===== src/rtl/dmem_pkg.sv =====
// Shared definitions for the data-memory arbiter and the DMEM it fronts.
package dmem_pkg;

  // DMEM placement in the byte address space; the DMEM itself uses the same values.
  localparam logic [31:0] DMEM_BASE_ADDR = 32'h0000_1000;
  localparam int unsigned DMEM_WORDS     = 1024;

  typedef enum logic [1:0] {
    IDLE,
    ACCESS,
    RESP
  } arb_state_t;

  typedef struct packed {
    logic        we;
    logic [31:0] addr;
    logic [31:0] wdata;
  } dmem_req_t;

  // True when a byte address lies outside [base, base + 4*words) or is not word aligned.
  // The upper bound is formed in 33 bits so a window ending at 4 GiB cannot wrap.
  function automatic logic addr_err(input logic [31:0] addr,
                                    input logic [31:0] base,
                                    input int unsigned words);
    logic [32:0] limit;
    limit = {1'b0, base} + (33'(words) << 2);
    return ({1'b0, addr} < {1'b0, base}) ||
           ({1'b0, addr} >= limit)       ||
           (addr[1:0] != 2'b00);
  endfunction

endpackage


===== src/rtl/dmem_arbiter_rr_pick.sv =====
// Combinational round-robin priority picker: grants the first asserted request
// at or above ptr, wrapping back to index 0 when nothing above ptr is asking.
module rr_pick #(
  parameter int unsigned NUM_REQ = 2,
  parameter int unsigned PTR_W   = 1
) (
  input  logic [NUM_REQ-1:0] req,
  input  logic [PTR_W-1:0]   ptr,
  output logic [NUM_REQ-1:0] grant,
  output logic               found
);

  logic [NUM_REQ-1:0] upper;
  logic               hit_upper;
  logic               hit_any;

  // Two-pass search: lowest request at or above ptr, else lowest request overall.
  always_comb begin
    upper     = '0;
    grant     = '0;
    hit_upper = 1'b0;
    hit_any   = 1'b0;
    for (int unsigned i = 0; i < NUM_REQ; i++) begin
      upper[i] = req[i] && (i >= 32'(ptr));
    end
    for (int unsigned i = 0; i < NUM_REQ; i++) begin
      if (upper[i] && !hit_upper) begin
        grant[i]  = 1'b1;
        hit_upper = 1'b1;
      end
    end
    if (!hit_upper) begin
      for (int unsigned i = 0; i < NUM_REQ; i++) begin
        if (req[i] && !hit_any) begin
          grant[i] = 1'b1;
          hit_any  = 1'b1;
        end
      end
    end
    found = |req;
  end

endmodule


===== src/rtl/dmem_arbiter.sv =====
// Shares the single-port DMEM between NUM_REQ requesters (port 0: core LSU,
// port 1: host/debug loader). Round-robin grant, one DMEM access per accepted
// request, window/alignment checking, and a held response until accepted.
module dmem_arbiter
#(
  parameter int unsigned NUM_REQ        = 2,
  parameter logic [31:0] DMEM_BASE_ADDR = dmem_pkg::DMEM_BASE_ADDR,
  parameter int unsigned DMEM_WORDS     = dmem_pkg::DMEM_WORDS
) (
  input  logic                  clk,
  input  logic                  reset,
  input  logic [NUM_REQ-1:0]    req_valid,
  output logic [NUM_REQ-1:0]    req_ready,
  input  logic [NUM_REQ-1:0]    req_we,
  input  logic [NUM_REQ*32-1:0] req_addr,
  input  logic [NUM_REQ*32-1:0] req_wdata,
  output logic [NUM_REQ-1:0]    rsp_valid,
  input  logic [NUM_REQ-1:0]    rsp_ready,
  output logic [31:0]           rsp_rdata,
  output logic                  rsp_err,
  output logic [31:0]           mem_addr,
  output logic [31:0]           mem_wdata,
  output logic                  mem_rd,
  output logic                  mem_wr,
  input  logic [31:0]           mem_rdata
);

  import dmem_pkg::*;

  localparam int unsigned PTR_W = (NUM_REQ > 1) ? $clog2(NUM_REQ) : 1;

  arb_state_t         state;
  logic [PTR_W-1:0]   rr_ptr;
  logic [PTR_W-1:0]   lat_id;
  logic               lat_err;
  dmem_req_t          lat_req;

  logic [NUM_REQ-1:0] grant;
  logic               found;
  logic [PTR_W-1:0]   win_id;
  logic [PTR_W-1:0]   next_ptr;
  dmem_req_t          win_req;
  logic [NUM_REQ-1:0] id_onehot;

  rr_pick #(
    .NUM_REQ (NUM_REQ),
    .PTR_W   (PTR_W)
  ) u_pick (
    .req   (req_valid),
    .ptr   (rr_ptr),
    .grant (grant),
    .found (found)
  );

  // Winner index, its successor for the rotating pointer, and its request fields.
  always_comb begin
    win_id   = '0;
    next_ptr = '0;
    win_req  = '0;
    for (int unsigned i = 0; i < NUM_REQ; i++) begin
      if (grant[i]) begin
        win_id        = PTR_W'(i);
        next_ptr      = (i == NUM_REQ - 1) ? '0 : PTR_W'(i + 1);
        win_req.we    = req_we[i];
        win_req.addr  = req_addr[i*32 +: 32];
        win_req.wdata = req_wdata[i*32 +: 32];
      end
    end
  end

  // One-hot form of the latched requester id, used to steer rsp_valid.
  always_comb begin
    id_onehot = '0;
    for (int unsigned i = 0; i < NUM_REQ; i++) begin
      id_onehot[i] = (32'(lat_id) == i);
    end
  end

  // Accept only in IDLE; gating with reset keeps ready low while reset is held.
  assign req_ready = ((state == IDLE) && !reset) ? grant : '0;

  // DMEM pins are decoded from registered state, so an asynchronous reset
  // drops mem_wr immediately and aborts a pending write.
  assign mem_addr  = (state == ACCESS) ? lat_req.addr  : '0;
  assign mem_wdata = (state == ACCESS) ? lat_req.wdata : '0;
  assign mem_rd    = (state == ACCESS) && !lat_req.we && !lat_err;
  assign mem_wr    = (state == ACCESS) &&  lat_req.we && !lat_err;

  // Arbitration FSM: latch a winner, perform one DMEM access, hold the response.
  always_ff @(posedge clk or posedge reset) begin
    if (reset) begin
      state     <= IDLE;
      rr_ptr    <= '0;
      lat_req   <= '0;
      lat_id    <= '0;
      lat_err   <= 1'b0;
      rsp_valid <= '0;
      rsp_rdata <= '0;
      rsp_err   <= 1'b0;
    end else begin
      case (state)
        IDLE: begin
          if (found) begin
            lat_req <= win_req;
            lat_id  <= win_id;
            lat_err <= addr_err(win_req.addr, DMEM_BASE_ADDR, DMEM_WORDS);
            rr_ptr  <= next_ptr;
            state   <= ACCESS;
          end
        end
        ACCESS: begin
          rsp_rdata <= (!lat_req.we && !lat_err) ? mem_rdata : '0;
          rsp_err   <= lat_err;
          rsp_valid <= id_onehot;
          state     <= RESP;
        end
        RESP: begin
          // rsp_valid is one-hot on the owner, so this ignores other ready bits.
          if (|(rsp_ready & rsp_valid)) begin
            rsp_valid <= '0;
            state     <= IDLE;
          end
        end
        default: state <= IDLE;
      endcase
    end
  end

endmodule

===== config.mk =====
export PLATFORM = sky130hd
export DESIGN_NAME = dmem_arbiter
export DESIGN_NICKNAME = d
export VERILOG_FILES = /design/src/rtl/dmem_pkg.sv /design/src/rtl/dmem_arbiter_rr_pick.sv /design/src/rtl/dmem_arbiter.sv
export SDC_FILE = /design/constraint.sdc
export NUM_CORES = 1
export LEC_CHECK = 0
export CORE_UTILIZATION = 36
export CTS_BUF_LIST = sky130_fd_sc_hd__clkbuf_4 sky130_fd_sc_hd__clkbuf_8
export DETAILED_ROUTE_END_ITERATION = 7
export PLACE_DENSITY = 0.78
export SLEW_MARGIN = 20
export SYNTH_ARGS = -nofsm -noshare
export SYNTH_HDL_FRONTEND = slang
export SYNTH_HIERARCHICAL = 1
export SYNTH_SLANG_ARGS = --single-unit

===== constraint.sdc =====
create_clock -name clk -period 3.6 [get_ports clk]
set_input_delay 0.9 -clock clk [delete_from_list [all_inputs] [get_ports clk]]
set_output_delay 0.9 -clock clk [all_outputs]
set_load 0.005 [all_outputs]

Word level (Yosys, flattened, before mapping)
Index checks and enable logic that the tools add are counted.

word-level totals
  bits of input ports = 168
  bits in registers = 105
  word-level logic and storage cells = 64

operators by class
  equal/unequal tests = 4
  bitwise gates (word level) = 2
  reductions and logical operators = 24
  $lt $le $gt $ge = 3
  multiplexer cells = 21

operator list
  operator              number
  $mux 65               2
  $mux 32               3
  $ge 32x14->1 const B  1
  $lt 32x13->1 const B  1
  $mux 1                10
  $logic_and 1x1->1     9
  $mux 2                4
  $pmux 2 s3            1
  $reduce_and 2->1      3
  $logic_not 1->1       5
  $ne 2x2->1 const B    2
  $pmux 2 s2            1
  $reduce_bool 2->1     2
  $reduce_or 2->1       2
  $and 2x2->2           1
  $eq 2x1->1 const B    1
  $eq 2x2->1 const B    1
  $logic_not 2->1       1
  $logic_or 1x1->1      2
  $ge 1x1->1 const A    1
  $not 1->1             1

Depth between registers and ports, before layout
Gate-level depths: netlist (run 1).

  depth in word-level cells = 16
  mapped depth = 7
  gate-level depth less buffers = 6

Modules after synthesis
The synthesis (run 1) kept the hierarchy.

modules (own cells, without submodules)
  module        instances  cells an instance  seq. area each (sq um)  area an instance (sq um)
  dmem_arbiter  1          495                2627.5                  4921.0
  rr_pick       1          4                  0.0                     25.0

Worst setup path before layout (run 1)
OpenSTA, ideal clock, no wires.

  path type = input to output
  from = input req_valid[1]
  to = output req_ready[1]
  stages on the path = 4
  arrival = 1.711 ns
  slack = 0.989 ns
  cells stage by stage = a21boi_1 > buf_2 > clkbuf_1 > and2_1

between the ends
  cells in the longest elaborated chain, start to end = 5
  elaborated cells on any way between the ends = 7
  those cells by class = 5 x mux; 2 x reduce/logical

RTL lines
  item               line                        RTL
  from (decl)        dmem_arbiter.sv:12          input logic [NUM_REQ-1:0] req_valid,
  $logic_and 1x1->1  dmem_arbiter_rr_pick.sv:27  if (upper[i] && !hit_upper) begin
  $mux 1             dmem_arbiter_rr_pick.sv:27
  $mux 1             dmem_arbiter_rr_pick.sv:34  if (req[i] && !hit_any) begin
  $mux 2 *           dmem_arbiter_rr_pick.sv:32  if (!hit_upper) begin
  $mux 2 *           dmem_arbiter.sv:80          assign req_ready = ((state == IDLE) && !reset) ? grant : '0;
  to (decl)          dmem_arbiter.sv:13          output logic [NUM_REQ-1:0] req_ready,

Every way passes the cells marked *; elsewhere a longest branch is shown, timed or not.

Worst setup path after layout (run 1)
  from = input req_valid[0]
  to = output req_ready[0]

between the ends
  cells in the longest elaborated chain, start to end = 7
  elaborated cells on any way between the ends = 8
  those cells by class = 5 x mux; 3 x reduce/logical

RTL lines
  item               line                        RTL
  $logic_and 1x1->1  dmem_arbiter_rr_pick.sv:24  upper[i] = req[i] && (i >= 32'(ptr));
  $mux 1             dmem_arbiter_rr_pick.sv:27
  $logic_not 1->1    dmem_arbiter_rr_pick.sv:27
  $logic_and 1x1->1  dmem_arbiter_rr_pick.sv:27
  $mux 1             dmem_arbiter_rr_pick.sv:27
  $mux 2 *           dmem_arbiter_rr_pick.sv:32
  net grant[0]       dmem_arbiter.sv:38          logic [NUM_REQ-1:0] grant;
  $mux 2 *           dmem_arbiter.sv:80

Mark *: on every way through the listed nets, which the timed path passes. The rest lies on a longest branch.

==> metrics.yaml, run 1 <==
outcome:
  status: "complete, no violations"
setup_path:
  worstRegToRegCells: 7
  crit_fanout: 3
  slowest_delay_ns: 0.54
  critPathSlowestCell: "clkdlybuf4s50_1"
  worstPathCellList: "clkdlybuf4s50_1, a21boi_1, and2_1, clkdlybuf4s50_1"
  cp.required_ns: 2.70
  rrSetupSlack_ns: 1.12
  endpoint: "req_ready[0]"
  critical_path.top_delay_family: "buffers and inverters"
  crit_arrival_ns: 2.42
  cp_common_cell: "clkdlybuf4s50_1"
  start_kind: "input pin"
  cp.depth: 4
  crit_start: "req_valid[0]"
  crit_type: "input pin to output pin"
  end_kind: "output pin"
  crit_buf_inv: 2
  timing.rr.start: "rr_ptr"
  r2r_end: "lat_req[64]"
routing:
  route.detailed.drc: 0
  wl_met3_um: 1194
  vias_per_cell: 5.149
  maxUsedRoutingLayer: "met4"
  drt_iter0_markers: 276
  drt_first_pass_iters: 5
  avgRoutedWirePerCell_um: 17.05
  wl_met1_um: 6848
  vias: 4783
  wl_um: 15840
  ant_nets: 0
  dr_wl_met2_um: 7557
cts:
  cts_buffer_depth: 2
  clkSlewWorstSetupHoldPaths_ns: 0.09
  cts-root-buf: "clkbuf_8"
  h-tree-depth: 3
  clkLatencyLatePin_ns: 0.36
  cts_resized: 0
  cts.sinks: 105
  tritoncts: "built"
  post-cts-setup-buffers: 0
  cts_buffers: 9
  hold_buffers: 0
yosys:
  ys_seq_area_frac: 0.5312
  synth_flop_cell: "dfrtp_1"
  synthTopCellsByCount: "dfrtp_1, nor2_1, a21oi_1"
  yosysUniqueCellTypes: 28
  post-synth-top-count-cell: "dfrtp_1"
  synthMuxAreaShare: 0.004554
  yosysTopAreaCell: "dfrtp_1"
  async_flop_share: 1.000
  synthXorXnorAreaFrac: 0
  synth_area_leaders: "dfrtp_1, a22oi_1, and2_1, a21oi_1, a22o_1"
  syn-num-nets: 667
  synth_top_area_frac: 0.5312
  synth-compound-area-share: 0.2327
  yosysWarningCount: 6
  synthSimpleGateAreaFrac: 0.1804
  synthesis.area_um2: 4946
  syn_area_per_cell_um2: 9.912
  syn_inst: 499
  synth_top_family_by_area: "compound AO/OA/AOI/OAI gates"
  synthAdderAreaFrac: 0
  synth_edf_count: 0
  synth-seq-cells: 105
pwr:
  p_total_mw: 4.948
  switching_share: 0.3542
  power.leakage_nw: 3.232
  peakVddDrop_v: 0.0002741
  power_density_nw_per_um2: 619.3
  power.switching_mw: 1.752
  seq_power_share: 0.383
  power.share.clock: 0.140
  p_comb_frac: 0.477
  internal_power_mw: 3.196
timing:
  timing.final.crit_share: 0.9222
  fmax_mhz: 301.2
  fin_ws_ns: 0.2801
  final.setup.tns_ns: 0
  clock_skew_ns: 0.01090
  worstMarginPinSlew_ns: 0.8006
  slew_violations: 0
  relSlewSlack: 0.4651
  period_needed_ns: 3.320
  setup_viol: 0
  rsz0062_at_grt: "no"
  hold_viol_final: 0
  hold_ws_ns: 0.4876
global_routing:
  grt_pass1_wl_um: 24740
  grt_max_degree: 75
  grt_pass1_vias: 4782
  antenna_found_initial: 0
  overflow: 0
  grt_usage: 0.2241
cells_and_area:
  finalNonFillerCells: 929
  n_antenna_cell: 0
  n_fill_cell: 1120
  design_area_um2: 7990
  final_core_util: 0.6010
  area_delta_synth_final_pct: 61.55
  nets: 916
  layout-drive-gt1-share: 0.04648
place:
  io_buffers: 270
  place.gp.congestion: 0.8672
  dpl.hpwl_um: 11810
  post-place-ws_ns: 0.1353
  placed_cell_area_um2: 7805
  dp.cells: 913
die:
  fp.dieW_um: 119.2
  ios: 271
  core_area_um2: 13300
  core.rowCount: 42
  dieArea_um2: 14210
  initial_core_util: 0.3720
  die-height_um: 119.2
hold_path:
  hp-class: "register to register"
run:
  drv_cap: 0
[worst reg2reg max path, stage by stage (launching register included)]
cell      delay (ns)
dfrtp_1         0.38
inv_1           0.07
a21boi_4        0.19
buf_4           0.61
and2b_2         0.45
buf_12          0.22
a22oi_1         0.30
a21oi_1         0.12
[placed cells by master, fill, tap and decap left out, types with 2 or more instances in the layout]
cell	synthesis	routed
a21oi_1	71	71
a22o_1	33	33
a22oi_1	61	61
a31oi_1	3	3
and2_1	66	66
buf_12	0	5
buf_4	14	7
clkbuf_8	0	11
clkdlybuf4s50_1	0	270
clkinv_2	0	2
clkinvlp_4	0	2
dfrtp_1	105	105
nand2_1	11	11
nand2b_1	2	2
nand3_1	2	2
nor2_1	72	72
nor3_1	4	4
nor4_1	8	8
[routing by layer]
layer,global-route usage,vias up
met1,0.2901,2259
met5,0,-
li1,-,2283
met4,0.06646,0
met2,0.3695,223
met3,0.05508,18
[cells by family (layout without fill, tap and decap cells)]
family,Yosys count,after routing
buffers and inverters,46,300
AND/OR/NAND/NOR,174,174
flip-flops,105,105
multiplexers,2,2
AO/OA/AOI/OAI,172,172
[power by group through the flow]
stage	Sequential (mW)	Clock (mW)	Combinational, mW
floorplan	1.84	0	1.29
global placement	1.90	0	2.32
detailed placement	1.92	0	2.38
CTS	1.90	0.716	2.39
global route	1.96	0.758	2.60
finish	1.90	0.693	2.36
[worst min-delay path by stage]
stage / start / endpoint / depth (start not counted)
6_report: rsp_err / rsp_err / 2
5_1_grt: rsp_rdata[14] / rsp_rdata[14] / 1
4_1_cts: rsp_err / rsp_err / 2
3_5_place_dp: rsp_err / rsp_err / 2
3_3_place_gp: rsp_err / rsp_err / 2
2_1_floorplan: lat_id / lat_id / 1
[state kept, by name (all words and copies together), names as in the netlist]
name       cells
rsp_valid      2
lat_req       65
rr_ptr         1
rsp_err        1
state          2
lat_err        1
rsp_rdata     32
lat_id         1
[area by class of cell]
type                    count  area (µm²)  share of cell area
repair buffers            282        2855              0.3573
flip-flops and latches    105        2628              0.3288
multi-input cells         348        2091              0.2617
well taps                 176       220.2             0.02756
clock buffers              12       158.9             0.01989
clock inverters             4       26.28            0.003288
inverters                   2       11.26            0.001409
(Power assumes the default switching activity.)
==> run 2: changes to the inputs <==
--- a/config.mk
+++ b/config.mk
@@ -5,10 +5,10 @@
 export SDC_FILE = /design/constraint.sdc
 export NUM_CORES = 1
 export LEC_CHECK = 0
-export CORE_UTILIZATION = 36
+export CORE_UTILIZATION = 41
 export CTS_BUF_LIST = sky130_fd_sc_hd__clkbuf_4 sky130_fd_sc_hd__clkbuf_8
 export DETAILED_ROUTE_END_ITERATION = 7
-export PLACE_DENSITY = 0.78
+export PLACE_DENSITY = 0.84
 export SLEW_MARGIN = 20
 export SYNTH_ARGS = -nofsm -noshare
 export SYNTH_HDL_FRONTEND = slang
==> constraint.sdc (replaced) <==
create_clock -name clk -period 3.9 [get_ports clk]
set_input_delay 0.975 -clock clk [delete_from_list [all_inputs] [get_ports clk]]
set_output_delay 0.975 -clock clk [all_outputs]
set_load 0.1 [all_outputs]
==> metrics.yaml, run 2 (same netlist as run 1, synthesis figures left out) <==
outcome:
  status: "complete, but fails checks"
  violations: "design-rule violations"
cts:
  cts_resized: 0  # unchanged
  cts_buffers: 9  # unchanged
  post-cts-setup-buffers: 0  # unchanged
  h-tree-depth: 3  # unchanged
  hold_buffers: 0  # unchanged
  tritoncts: "built"
  clkSlewWorstSetupHoldPaths_ns: 0.10  # about the same
  cts-root-buf: "clkbuf_8"
  clkLatencyLatePin_ns: 0.38  # +0.02 ns
  cts_buffer_depth: 2  # unchanged
  cts.sinks: 105  # unchanged
routing:
  ant_nets: 0  # unchanged
  drt_first_pass_iters: 8  # +3
  route.detailed.drc: 20  # +20
  vias: 4944  # +3.4%
  avgRoutedWirePerCell_um: 17.90  # +5.0%
  vias_per_cell: 5.524  # +7.3%
  wl_um: 16020  # +1.1%
  drt_iter0_markers: 336  # +22%
timing:
  timing.final.crit_share: 0.8945
  period_needed_ns: 3.488
  worstMarginPinSlew_ns: 1.064  # +0.2632 ns
  slew_violations: 0  # unchanged
  relSlewSlack: 0.2886  # -0.1766
  rsz0062_at_grt: "no"
  clock_skew_ns: 0.005343  # -0.005554 ns
  final.setup.tns_ns: 0  # unchanged
  setup_viol: 0  # unchanged
  hold_viol_final: 0  # unchanged
  fmax_mhz: 286.7
cells_and_area:
  final_cell_mix: "clkdlybuf4s50_1, dfrtp_1, buf_4"
  largest_register_ffs: 65  # unchanged
  ff_latch_area_um2: 2628  # unchanged
  largest_registers: "lat_req (65), rsp_rdata (32)"
  multiInputGateArea_um2: 2096  # +0.24%
  finalNonFillerCells: 895  # -3.7%
  n_antenna_cell: 0  # unchanged
  design_area_um2: 7792  # -2.5%
  layout-drive-gt1-share: 0.1370  # +0.09049
  nets: 916  # unchanged
  area_delta_synth_final_pct: 57.55
  n_fill_cell: 878  # -22%
  final_common_cell: "clkdlybuf4s50_1"
  top_register: "lat_req"
setup_path:
  crit_type: "input pin to output pin"
  crit_buf_inv: 2  # unchanged
  worstRegToRegCells: 5  # -2
  crit_arrival_ns: 2.51  # +0.09 ns
  critPathSlowestCell: "clkdlybuf4s50_1"
  start_kind: "input pin"
  crit_fanout: 7  # +4
  cp.required_ns: 2.92  # +0.22 ns
  slowest_delay_ns: 0.55  # about the same
  cp.depth: 4  # unchanged
  critical_path.top_delay_family: "buffers and inverters"
  end_kind: "output pin"
  worstPathCellList: "clkdlybuf4s50_1, a21boi_1, and2_1, buf_12"
die:
  ios: 271  # unchanged
  dieArea_um2: 12510  # -12%
  core_area_um2: 11560  # -13%
  core.rowCount: 39  # -7.1%
  initial_core_util: 0.4277  # +0.05566
  die-height_um: 111.8  # -6.2%
  fp.dieW_um: 111.8  # -6.2%
pwr:
  power_density_nw_per_um2: 855.2  # +38%
  power.leakage_nw: 3.365  # +4.1%
  peakVddDrop_v: 0.0006575  # +140%
place:
  placed_cell_area_um2: 7585  # -2.8%
  dp.cells: 880  # -3.6%
  io_buffers: 270  # unchanged
  place.gp.congestion: 0.8367  # -3.5%
  dpl.hpwl_um: 11750  # -0.51%
global_routing:
  grt_pass1_vias: 4910  # +2.7%
  grt_max_degree: 105  # +40%
  overflow: 0  # unchanged
  antenna_found_initial: 0  # unchanged
  grt_pass1_wl_um: 25170  # +1.8%
  grt_usage: 0.2584  # +0.03423
run:
  drv_cap: 0  # unchanged
hold_path:
  hp-class: "register to register"
  min_path_cells: 2  # unchanged
-- run 2: final cells by class --
class | count | share of cell area
clock inverter | 6 | 0.01076
tap | 143 | 0.02296
inverter | 2 | 0.001285
timing repair buffer | 282 | 0.3430
clock buffer | 9 | 0.01590
sequential | 105 | 0.3372
multi-input combinational | 348 | 0.2689
-- run 2: where the power goes --
part / internal [mW] / leakage [nW] / switching [mW]
Sequential: 1.51 / 1.29 / 0.234
Combinational: 1.05 / 1.96 / 3.13
Clock: 0.356 / 0.109 / 0.372
-- run 2: final timing paths --
kind / from / to / slack (ns)
setup / recovery: req_valid[0] / req_ready[0] / 0.41
hold / removal: rsp_err / rsp_err / 0.49
setup reg to reg: rr_ptr / lat_req[8] / 1.51
hold reg to reg: rsp_err / rsp_err / 0.49
max in group asynchronous: reset / lat_err / 2.12
min in group asynchronous: reset / rsp_valid[1] / 1.05
-- run 2: metrics by stage --
| step | setup slack (ns) | util | hold WS, ns | power (mW) |
|---|---|---|---|---|
| floorplan | 0.1645 | - | 0.4588 | 5.021 |
| global placement | 0.5499 | 0.6558 | 0.4615 | 5.878 |
| detailed placement | 0.3857 | 0.6558 | 0.4665 | 5.961 |
| CTS | 0.4479 | 0.6738 | 0.4903 | 6.687 |
| global route | 0.3405 | 0.6738 | 0.5176 | 6.986 |
| finish | 0.4116 | 0.6738 | 0.4900 | 6.664 |
-- run 2: tightest hold or removal path, stage by stage, from the launching register on --
cell and delay, ns:
dfrtp_1 0.35, nand2_1 0.06, nand2_1 0.06
-- run 2: metal layers --
layer,global-route usage,vias to the layer above,part of all wire
li1,-,2265,-
met1,0.3073,2405,0.38
met2,0.4509,244,0.51
met3,0.05988,30,0.085
met4,0.1027,0,0.024
met5,0,-,0
